[src/rtl/pipe_hazard_ctrl.sv]
// pipe_hazard_ctrl: stall/flush/halt controller for a classic 5-stage pipeline.
// A small FSM (RUN, MWAIT, DRAIN, HALTED) plus a 2-bit drain counter decides,
// combinationally each cycle, which pipeline registers load and which receive
// a bubble. Input priority: mem_busy > branch_taken > halt_req > load_use.
// Optional build macro PIPE_HAZARD_CTRL_PERF_EN adds two saturating 16-bit
// performance counters (stall_cycles, flush_events).
module pipe_hazard_ctrl (
  input  logic       clk,
  input  logic       rst,
  input  logic       load_use,
  input  logic       branch_taken,
  input  logic       mem_busy,
  input  logic       halt_req,
  output logic       en_pc,
  output logic       en_ifid,
  output logic       en_idex,
  output logic       en_exmem,
  output logic       en_memwb,
  output logic       flush_ifid,
  output logic       flush_idex,
  output logic [1:0] state,
  output logic       halted
`ifdef PIPE_HAZARD_CTRL_PERF_EN
  ,
  output logic [15:0] stall_cycles,
  output logic [15:0] flush_events
`endif
);

  localparam logic [1:0] S_RUN    = 2'd0;
  localparam logic [1:0] S_MWAIT  = 2'd1;
  localparam logic [1:0] S_DRAIN  = 2'd2;
  localparam logic [1:0] S_HALTED = 2'd3;

  logic [1:0] r_state;
  logic [1:0] r_drain_cnt;
  logic [1:0] w_state_nxt;
  logic [1:0] w_drain_cnt_nxt;

  assign state = r_state;

  // State and drain-counter registers; reset aborts any drain or memory wait.
  always_ff @(posedge clk or posedge rst) begin
    if (rst) begin
      r_state     <= S_RUN;
      r_drain_cnt <= 2'd0;
    end else begin
      r_state     <= w_state_nxt;
      r_drain_cnt <= w_drain_cnt_nxt;
    end
  end

  // Next-state and drain-counter decode from current state and prioritised inputs.
  always_comb begin
    w_state_nxt     = r_state;
    w_drain_cnt_nxt = r_drain_cnt;
    case (r_state)
      // MWAIT exits through the same decode as RUN once memory is ready.
      S_RUN, S_MWAIT: begin
        if (mem_busy) begin
          w_state_nxt = S_MWAIT;
        end else if (branch_taken) begin
          w_state_nxt = S_RUN;
        end else if (halt_req) begin
          w_state_nxt     = S_DRAIN;
          w_drain_cnt_nxt = 2'd3;
        end else begin
          w_state_nxt = S_RUN;
        end
      end
      S_DRAIN: begin
        if (mem_busy) begin
          w_state_nxt = S_DRAIN;
        end else if (load_use && !branch_taken) begin
          // Load-use stall holds the drain without advancing.
          w_state_nxt = S_DRAIN;
        end else if (r_drain_cnt == 2'd1) begin
          w_state_nxt     = S_HALTED;
          w_drain_cnt_nxt = 2'd0;
        end else begin
          w_drain_cnt_nxt = r_drain_cnt - 2'd1;
        end
      end
      S_HALTED: begin
        w_state_nxt = S_HALTED;
      end
      default: begin
        w_state_nxt     = S_RUN;
        w_drain_cnt_nxt = 2'd0;
      end
    endcase
  end

  // Enable/flush decode; everything is forced inactive while reset is asserted.
  always_comb begin
    en_pc      = 1'b0;
    en_ifid    = 1'b0;
    en_idex    = 1'b0;
    en_exmem   = 1'b0;
    en_memwb   = 1'b0;
    flush_ifid = 1'b0;
    flush_idex = 1'b0;
    halted     = 1'b0;
    if (rst) begin
      halted = 1'b0;
    end else begin
      case (r_state)
        S_RUN, S_MWAIT: begin
          if (mem_busy) begin
            en_pc = 1'b0;
          end else if (branch_taken) begin
            {en_pc, en_ifid, en_idex, en_exmem, en_memwb} = 5'b11111;
            flush_ifid = 1'b1;
            flush_idex = 1'b1;
          end else if (halt_req) begin
            {en_ifid, en_idex, en_exmem, en_memwb} = 4'b1111;
            flush_ifid = 1'b1;
          end else if (load_use) begin
            {en_idex, en_exmem, en_memwb} = 3'b111;
            flush_idex = 1'b1;
          end else begin
            {en_pc, en_ifid, en_idex, en_exmem, en_memwb} = 5'b11111;
          end
        end
        S_DRAIN: begin
          if (mem_busy) begin
            en_pc = 1'b0;
          end else begin
            // Fetch stays stopped and IF/ID keeps taking bubbles while draining.
            {en_ifid, en_idex, en_exmem, en_memwb} = 4'b1111;
            flush_ifid = 1'b1;
            if (branch_taken) begin
              flush_idex = 1'b1;
            end else if (load_use) begin
              en_ifid    = 1'b0;
              flush_idex = 1'b1;
            end else begin
              flush_idex = 1'b0;
            end
          end
        end
        S_HALTED: begin
          halted = 1'b1;
        end
        default: begin
          halted = 1'b0;
        end
      endcase
    end
  end

`ifdef PIPE_HAZARD_CTRL_PERF_EN
  // Saturating counters: cycles with fetch stalled (outside HALTED) and
  // cycles where a taken branch squashes ID/EX.
  always_ff @(posedge clk or posedge rst) begin
    if (rst) begin
      stall_cycles <= 16'd0;
      flush_events <= 16'd0;
    end else begin
      if (!en_pc && (r_state != S_HALTED) && (stall_cycles != 16'hFFFF)) begin
        stall_cycles <= stall_cycles + 16'd1;
      end else begin
        stall_cycles <= stall_cycles;
      end
      if (flush_idex && branch_taken && (flush_events != 16'hFFFF)) begin
        flush_events <= flush_events + 16'd1;
      end else begin
        flush_events <= flush_events;
      end
    end
  end
`endif

endmodule

[config.mk]
export PLATFORM = sky130hd
export DESIGN_NAME = pipe_hazard_ctrl
export DESIGN_NICKNAME = d
export VERILOG_FILES = /design/src/rtl/pipe_hazard_ctrl.sv
export SDC_FILE = /design/constraint.sdc
export NUM_CORES = 1
export LEC_CHECK = 0
export CORE_AREA = 4 4 41 43
export CTS_BUF_LIST = sky130_fd_sc_hd__clkbuf_8
export DETAILED_ROUTE_END_ITERATION = 7
export DIE_AREA = 0 0 45 47
export RECOVER_POWER = 25
export SETUP_SLACK_MARGIN = 0.5
export SKIP_CTS_REPAIR_TIMING = 1
export SYNTH_ARGS = -nofsm -noshare
export SYNTH_HDL_FRONTEND = slang
export SYNTH_SLANG_ARGS = --single-unit
export TNS_END_PERCENT = 50
[constraint.sdc]
create_clock -name clk -period 2.2 [get_ports clk]
set_clock_uncertainty 0.05 [all_clocks]
set_input_delay 0.44 -clock clk [delete_from_list [all_inputs] [get_ports clk]]
set_output_delay 0.44 -clock clk [all_outputs]
set_load 0.02 [all_outputs]
# Word-level counts from Yosys, hierarchy flattened
# Index checks and enable logic that the tools add are counted.
# totals
wordCells	65
output_inout_bits	10
inputBits	6
regBits	4
# op_classes
muxes	45
eq_ne	10
add_sub_neg	1
reduce_logical	7
# ops
operator	count
$mux W1	28
$mux W2	12
$ne A2 B2 Y1 const B	5
$pmux W1 S2	3
$pmux W2 S3	1
$reduce_and A6 Y1	1
$eq A2 B1 Y1 const B	2
$eq A2 B2 Y1 const B	2
$ne A4 B4 Y1 const B	1
$pmux W2 S2	1
$reduce_or A3 Y1	1
$logic_not A2 Y1	1
$reduce_bool A2 Y1	1
$reduce_or A2 Y1	1
$sub A2 B1 Y2 const B	1
$logic_and A1 B1 Y1	1
$logic_not A1 Y1	1

# Longest topological paths before layout
# Gate-level depths: netlist of run 1.
# depth
ltp_word	6
mapped_depth	4
mapped_depth_nobuf	4

# Least setup slack after synthesis of run 1
# OpenSTA, ideal clock, no wires.
# synth_path
kind	reg2out
start	register r_state[1], in the netlist state[1]
end	output port flush_idex
path_slack_ps	115
t_required_ps	1710
path_buffers	1
t_arrival_ps	1595
stages_incl_launch_ff	5
path_cell_list	dfrtp_1 -> buf_4 -> nand2_1 -> and3_1 -> a21boi_0
# synth_via
elab_chain_cells	4
elab_cells_between_ends	6
cone_classes	eq/ne: 2; mux: 2; reduce/logical: 2
# synth_rtl
item	line_no	rtl
from (decl)	35	logic [1:0] r_state;
from (signal assigned)	48	r_state <= w_state_nxt;
$eq A2 B1 Y1 / $logic_not A2 Y1 (equally long branches)	107	case (r_state)
$reduce_or A2 Y1	107	
$pmux W1 S2 (*)	107	
$mux W1 (*)	104	if (rst) begin
to (decl)	20	output logic flush_idex,
# Mark *: on every way between the ends. The rest lies on a longest branch, timed or not.

# Final worst setup path of run 1
# layout_path
start	input port rst
end	output port en_exmem
# layout_via
elab_chain_cells	1
# layout_rtl
item	line_no	rtl
from (decl)	9	input logic rst,
$mux W1	104	
to (decl)	17	output logic en_exmem,
# Every way passes these cells.

==> flow_summary.json, run 1 <==
{
  "die_y_um": 47,
  "vias": 385,
  "synth_area_um2": 348,
  "drtAntennaViolNets": 0,
  "yosys.cell_types.count": 20,
  "fin_crit_sh_pct": 84.9,
  "path_cells": "clkdlybuf4s25_1, inv_1, and3_4, buf_6, dlymetal6s2s_1",
  "clockBufferDepth": 2,
  "start_kind": "input port",
  "leakage_nw": 0.372,
  "worst_pin_slew_ps": 277,
  "placed_area_um2": 609,
  "postLayoutCellArea_um2": 722,
  "io_buffers": 15,
  "seq_area_frac_synth_pct": 28.8,
  "fillers": 126,
  "synth_edf_count": 0,
  "maxCapViolCount": 0,
  "drtPass1Iterations": 2,
  "finalSetupViolCount": 0,
  "std_cell_rows": 13,
  "cp-startpoint": "rst",
  "fin_setup_tns_ps": 0,
  "async_flop_share_pct": 100,
  "yosys-top-cells-count": "inv_1 (6), nor2_1 (5), dfrtp_1 (4)",
  "required_ps": 1710,
  "fin_cells": 83,
  "postSynthCellCount": 37,
  "yosysTopAreaCellShare_pct": 28.8,
  "cts_sinks": 4,
  "ios": 16,
  "root_buffer": "clkbuf_8",
  "yosysMostFrequentCell": "inv_1",
  "insertion_delay_ps": 220,
  "hp-class": "input port to asynchronous set/reset pin",
  "p_per_area_mw_per_mm2": 745,
  "antenna_found_initial": 0,
  "synth_warnings": 0,
  "slowest_stage": "clkdlybuf4s25_1",
  "routabilityCongestion": 0.710,
  "wirelength_mm": 1.01,
  "crit_buf_inv": 4,
  "dr.first_iter.drc_count": 4,
  "placed_cells": 76,
  "end_kind": "output pin",
  "arrival_ps": 1380,
  "synth_area_leaders": "dfrtp_1 (29%), a2111oi_2 (8.6%), nand2b_4 (7.9%)",
  "final_util_pct": 55.5,
  "avgRoutedWirePerCell_um": 12.1,
  "r2r-start": "state[1]",
  "multi_input_area_um2": 260,
  "synth_seq_cells": 4,
  "grt_pass1_wl_mm": 1.48,
  "peakVddDrop_uv": 424,
  "final_nets": 77,
  "grt_pass1_vias": 341,
  "initial_utilization_pct": 26.7,
  "outcome": "finished clean",
  "grt_max_degree": 7,
  "crit_family": "buffers and inverters",
  "maxSlewViolCount": 0,
  "diodes": 0,
  "cts_buffers": 3,
  "fmax_mhz": 535,
  "overflow": 0,
  "core_area_mm2": 0.00130,
  "register_area_um2": 101,
  "viasPerCell": 4.64,
  "period_minus_slack_ps": 1870,
  "path_class": "input port to output pin",
  "die_width_um": 45,
  "gr-usage-all-layers_pct": 9.99,
  "cts_tree": "built",
  "cts_max_level": 1,
  "hold_viol_final": 0,
  "cp_slowest_stage_delay_ps": 300,
  "dieArea_mm2": 0.00212,
  "avgSynthCellArea_um2": 9.40,
  "drive_gt1_share_pct": 63.2,
  "drc_errors": 0,
  "synthFlopType": "dfrtp_1",
  "clkTransAtPathRegs_ps": 30,
  "dpl.hpwl_um": 732,
  "area_growth_pct": 108,
  "worstPathMaxFanout": 3,
  "max_slew_margin_pct": 81.5,
  "synth_nets": 44,
  "yosys.area.top_type": "dfrtp_1",
  "rsz0062_at_grt": "yes"
}
power breakdown:
group / leakage [nW] / total, mW / switching (mW) / internal [mW]
sequential: 0.0410 / 0.125 / 0.0232 / 0.101
combinational: 0.310 / 0.258 / 0.116 / 0.142
clock: 0.0216 / 0.155 / 0.0388 / 0.117
total: 0.372 / 0.538 / 0.178 / 0.360
kinds of logic (layout without fill, tap and decap cells):
logic type,count (synthesis),in the layout,synth area share [%]
AO/OA/AOI/OAI,8,8,20.9
adder cells (fa/ha/maj),1,1,3.60
buffers and inverters,9,40,12.9
flip-flops,4,4,28.8
multiplexers,2,2,5.76
AND/OR/NAND/NOR,13,13,28.1
worst paths after layout:
check | to | slack, ps | cells after the start
setup / recovery | en_exmem | 330 | 5
hold / removal | state[0] | 440 | 3
setup reg to reg | r_drain_cnt[0] | 950 | 4
hold reg to reg | r_drain_cnt[1] | 490 | 2
max in group asynchronous | state[1] | 1450 | 3
min in group clk | r_drain_cnt[1] | 490 | 2
state kept, by name (all words and copies together) (netlist names):
| register | count |
|---|---|
| r_drain_cnt | 2 |
| state | 2 |
cell type report:
| cell class | count | area share (%) |
|---|---|---|
| repair buffers | 31 | 38.5 |
| inverters | 6 | 3.12 |
| well taps | 15 | 2.60 |
| flip-flops and latches | 4 | 14.0 |
| clock buffers | 3 | 5.72 |
| multi-input cells | 24 | 36.0 |
worst min-delay path, cell delays in order:
cell and delay, ps:
clkdlybuf4s25_1 300, inv_1 110, clkbuf_1 230
metrics by stage:
stage / total power [mW] / setup slack [ps] / hold WS, ps
floorplan: 0.273 / 456 / 161
global placement: 0.365 / -445 / 473
detailed placement: 0.369 / -455 / 492
CTS: 0.530 / -460 / 499
global route: 0.584 / 264 / 486
finish: 0.538 / 332 / 439
cell usage in the layout, fill, tap and decap left out:
master,count
dlymetal6s2s_1,5
and3_4,1
clkdlybuf4s25_1,1
nor2_2,1
o21ai_2,1
dfrtp_2,1
nor2_1,4
clkdlybuf4s50_1,1
or2_2,1
buf_6,7
a21oi_1,1
o31a_4,1
clkbuf_1,1
a21boi_4,1
and4b_4,1
dfrtp_1,3
or2_1,1
nand2b_4,2
nor4b_2,1
mux2i_1,2
clkbuf_2,3
inv_1,4
clkbuf_8,3
nand2_2,1
a2111oi_4,2
inv_2,2
buf_4,13
a31o_2,1
a31oi_1,1
ha_1,1
routing by layer:
layer  part of all wire, %  up-vias  wire length, um  global-route usage, %
li1                      -      191                -                      -
met1                    44      181              439                   13.1
met2                    49       11              493                   13.6
met3                   5.2        2               52                   2.30
met4                   2.0        0               20                   8.77
met5                     0        -                0                      0
Note: power is estimated with default switching activity, not from simulation.
==> run 2: changes to the inputs <==
Clock period 2.2 ns to 1.7 ns, I/O delays scaled along.
==> flow_summary.json, run 2 (synthesis results as in run 1) <==
{
  "outcome": "finished clean",
  "maxSlewViolCount": 0,
  "maxCapViolCount": 0,
  "fin_cells": 83,
  "drc_errors": 0,
  "antenna_found_initial": 0,
  "area_growth_pct": 105,
  "drtPass1Iterations": 2,
  "fin_total_pwr_mw": 0.739,
  "final_util_pct": 54.8,
  "clockBufferDepth": 2,
  "die_width_um": 45,
  "viasPerCell": 4.61,
  "grt_util_met2_pct": 21.2,
  "avgRoutedWirePerCell_um": 12.6,
  "arrival_ps": 1270,
  "dieArea_mm2": 0.00212,
  "overflow": 0,
  "cts_sinks": 4,
  "layout_common_cells": "buf_4 (14), buf_6 (8), inv_1 (7)",
  "grt_busiest_layer": "met2",
  "placed_cells": 78,
  "end_kind": "output pin",
  "insertion_delay_ps": 220,
  "dr.first_iter.drc_count": 2,
  "fin_crit_sh_pct": 97.4,
  "required_ps": 1310,
  "multi_input_area_um2": 263,
  "routabilityCongestion": 0.714,
  "grt_pass1_vias": 396,
  "cts_max_level": 1,
  "hp-class": "input port to asynchronous set/reset pin",
  "finalWorstSetupSlack_ps": 44.6,
  "rsz0062_at_grt": "yes",
  "worstPathMaxFanout": 7,
  "diodes": 0,
  "fin_worst_hold_slack_ps": 136,
  "core_area_mm2": 0.00130,
  "start_kind": "flop",
  "grt_max_degree": 8,
  "final_common_cell": "buf_4",
  "die_y_um": 47,
  "fmax_mhz": 604,
  "placed_area_um2": 644,
  "ios": 16,
  "gr-usage-all-layers_pct": 11.6,
  "final_nets": 76,
  "std_cell_rows": 13,
  "clkTransAtPathRegs_ps": 30,
  "path_class": "flop to output pin",
  "grt_util_met1_pct": 11.7,
  "wirelength_mm": 1.05,
  "root_buffer": "clkbuf_8",
  "max_slew_margin_pct": 82.3,
  "post-place-ws_ps": -770,
  "met3_usage_pct": 1.15,
  "r2r_cells": 3,
  "fin_setup_tns_ps": 0,
  "drtAntennaViolNets": 0,
  "leakage_nw": 0.356,
  "register_area_um2": 101,
  "p_per_area_mw_per_mm2": 1040,
  "cts_tree": "built",
  "worst_pin_slew_ps": 264,
  "io_buffers": 15,
  "vias": 383,
  "peakVddDrop_uv": 688,
  "hold_viol_final": 0,
  "grt_pass1_wl_mm": 1.69,
  "period_minus_slack_ps": 1660,
  "initial_utilization_pct": 26.7,
  "postLayoutCellArea_um2": 713,
  "cts_buffers": 3,
  "dpl.hpwl_um": 859,
  "finalSetupViolCount": 0,
  "drive_gt1_share_pct": 60.3,
  "fillers": 131
}
## run 2: routing by layer
layer | part of all wire (%) | vias up
met1 | 41 | 174
li1 | - | 191
met5 | 0 | -
met4 | 3.4 | 0
met3 | 7.2 | 4
met2 | 48 | 14
## run 2: final cells by class
cell class              count  share of cell area (%)
multi-input cells          24                    36.8
clock inverters             1                   0.526
inverters                   6                    3.16
flip-flops and latches      4                    14.2
clock buffers               3                    5.79
repair buffers             30                    36.8
well taps                  15                    2.63
## run 2: critical path, stage by stage, from the launching register on
cell and delay, ps:
dfrtp_2 470, nand2_2 90, and3_4 190, a21boi_4 170
buf_6 130
## run 2: final timing paths
kind,from,end,slack [ps]
max reg2reg,state[1],r_drain_cnt[1],490
min reg2reg,r_drain_cnt[1],r_drain_cnt[1],490
max,state[1],flush_idex,40
max in group asynchronous,rst,state[1],1260
min,rst,r_drain_cnt[1],140
min in group clk,r_drain_cnt[1],r_drain_cnt[1],490
## run 2: where the power goes
| part | switching (mW) | internal (mW) |
|---|---|---|
| sequential | 0.0272 | 0.131 |
| clock | 0.0513 | 0.154 |
| combinational | 0.164 | 0.211 |
| total | 0.242 | 0.497 |
==> run 3: changes to the inputs <==
Settings changed: ABC_AREA from default to 1.
==> flow_summary.json, run 3 <==
{
  "outcome": "complete, but fails checks",
  "violations": "setup timing",
  "dpl.hpwl_um": 943,
  "overflow": 0,
  "async_flop_share_pct": 100,
  "multi_input_area_um2": 283,
  "initial_utilization_pct": 26.8,
  "std_cell_rows": 13,
  "post-place-ws_ps": -601,
  "max_slew_margin_pct": 84.2,
  "path_class": "flop to output pin",
  "synth_warnings": 0,
  "dr.first_iter.drc_count": 8,
  "fmax_mhz": 587,
  "die_width_um": 45,
  "clkTransAtPathRegs_ps": 30,
  "vias": 495,
  "start_kind": "flop",
  "hp-class": "flop to flop",
  "leakage_nw": 0.387,
  "hold_viol_final": 0,
  "rsz0062_at_grt": "yes",
  "synth_nets": 61,
  "peakVddDrop_uv": 571,
  "core_area_mm2": 0.00130,
  "fin_cells": 101,
  "cts_sinks": 4,
  "grt_max_degree": 6,
  "drive_gt1_share_pct": 57.0,
  "dieArea_mm2": 0.00212,
  "p_per_area_mw_per_mm2": 671,
  "diodes": 0,
  "yosys.area.top_type": "dfrtp_1",
  "yosysMostFrequentCell": "nand2_1",
  "maxCapViolCount": 0,
  "io_buffers": 15,
  "die_y_um": 47,
  "fillers": 131,
  "area_growth_pct": 122,
  "worst_pin_slew_ps": 234,
  "yosys-top-cells-count": "nand2_1 (11), inv_1 (7), nand3_1 (7)",
  "cp-startpoint": "state[1]",
  "gr-usage-all-layers_pct": 11.8,
  "synth_area_um2": 349,
  "cts_buffers": 3,
  "yosysTopAreaCellShare_pct": 28.7,
  "postSynthCellCount": 54,
  "layout_common_cells": "buf_4 (14), nand2_1 (9), buf_6 (8)",
  "min_from": "r_drain_cnt[1]",
  "yosys.cell_types.count": 17,
  "fin_crit_sh_pct": 100,
  "antenna_found_initial": 0,
  "avgSynthCellArea_um2": 6.46,
  "cts_tree": "built",
  "arrival_ps": 1310,
  "wirelength_mm": 1.28,
  "required_ps": 1310,
  "end_kind": "output pin",
  "viasPerCell": 4.90,
  "period_minus_slack_ps": 1700,
  "final_common_cell": "buf_4",
  "final_nets": 95,
  "synth_edf_count": 0,
  "synthFlopType": "dfrtp_1",
  "root_buffer": "clkbuf_8",
  "final_util_pct": 59.6,
  "ios": 16,
  "placed_cells": 97,
  "finalWorstSetupSlack_ps": -2.47,
  "fin_setup_tns_ps": -2.47,
  "r2r-start": "state[1]",
  "routabilityCongestion": 0.751,
  "grt_pass1_vias": 469,
  "register_area_um2": 103,
  "worstPathMaxFanout": 4,
  "synth_area_leaders": "dfrtp_1 (29%), nand2_1 (12%), nand3_1 (10%)",
  "seq_area_frac_synth_pct": 28.7,
  "cts_max_level": 1,
  "synth_seq_cells": 4,
  "drc_errors": 0,
  "maxSlewViolCount": 0,
  "drtPass1Iterations": 4,
  "clockBufferDepth": 2,
  "drtAntennaViolNets": 0,
  "insertion_delay_ps": 220,
  "grt_pass1_wl_mm": 1.80,
  "finalSetupViolCount": 1,
  "avgRoutedWirePerCell_um": 12.7
}
## run 3: cell families (layout without fill, tap and decap cells)
| family | Yosys count | after routing | synth area share [%] |
|---|---|---|---|
| buf+inv | 12 | 44 | 15.1 |
| simple gates | 27 | 27 | 36.9 |
| fa+ha+maj | 1 | 1 | 3.58 |
| compound gates | 10 | 10 | 15.8 |
| flops | 4 | 4 | 28.7 |
## run 3: path summary, 6_finish.rpt
| kind | cells past startpoint | slack (ps) | to |
|---|---|---|---|
| worst min register to register | 2 | 410 | r_drain_cnt[1] |
| min in group asynchronous | 4 | 460 | r_drain_cnt[0] |
| worst min-delay path | 2 | 410 | r_drain_cnt[1] |
| worst max register to register | 10 | 280 | r_drain_cnt[0] |
| worst max-delay path | 6 | -2 | flush_idex |
| max in group asynchronous | 4 | 930 | state[1] |
## run 3: metrics by stage
step | instance area (um2) | power [mW] | hold WS, ps
after CTS | 713 | 0.514 | 423
after global routing | 776 | 0.548 | 435
after detailed placement | 672 | 0.311 | 416
after global placement | 672 | 0.299 | 411
final | 776 | 0.521 | 412
after floorplan | 413 | 0.230 | 64.3
## run 3: final cells by class
class | count | area share [%]
clock buffers | 3 | 5.32
inverters | 10 | 5.48
multi-input cells | 38 | 36.5
flip-flops and latches | 4 | 13.2
well taps | 15 | 2.42
repair buffers | 31 | 37.1
## run 3: power breakdown
part	switching, mW	internal (mW)
Sequential	0.0223	0.124
Clock	0.0514	0.151
Combinational	0.0937	0.0777
## run 3: routing by layer
layer	track usage [%]	part of all wire (%)	vias to the layer above
met5	0	0	-
met4	9.36	1.6	0
met3	1.92	8.7	2
met2	19.5	51	26
met1	13.5	39	230
li1	-	-	237
## run 3: worst max-delay path, stage by stage, from the launching register on
cell and delay (ps):
dfrtp_2 430, buf_6 130, inv_4 40, nor2_4 120, o21ai_2 100, o21ai_4 150, buf_6 130
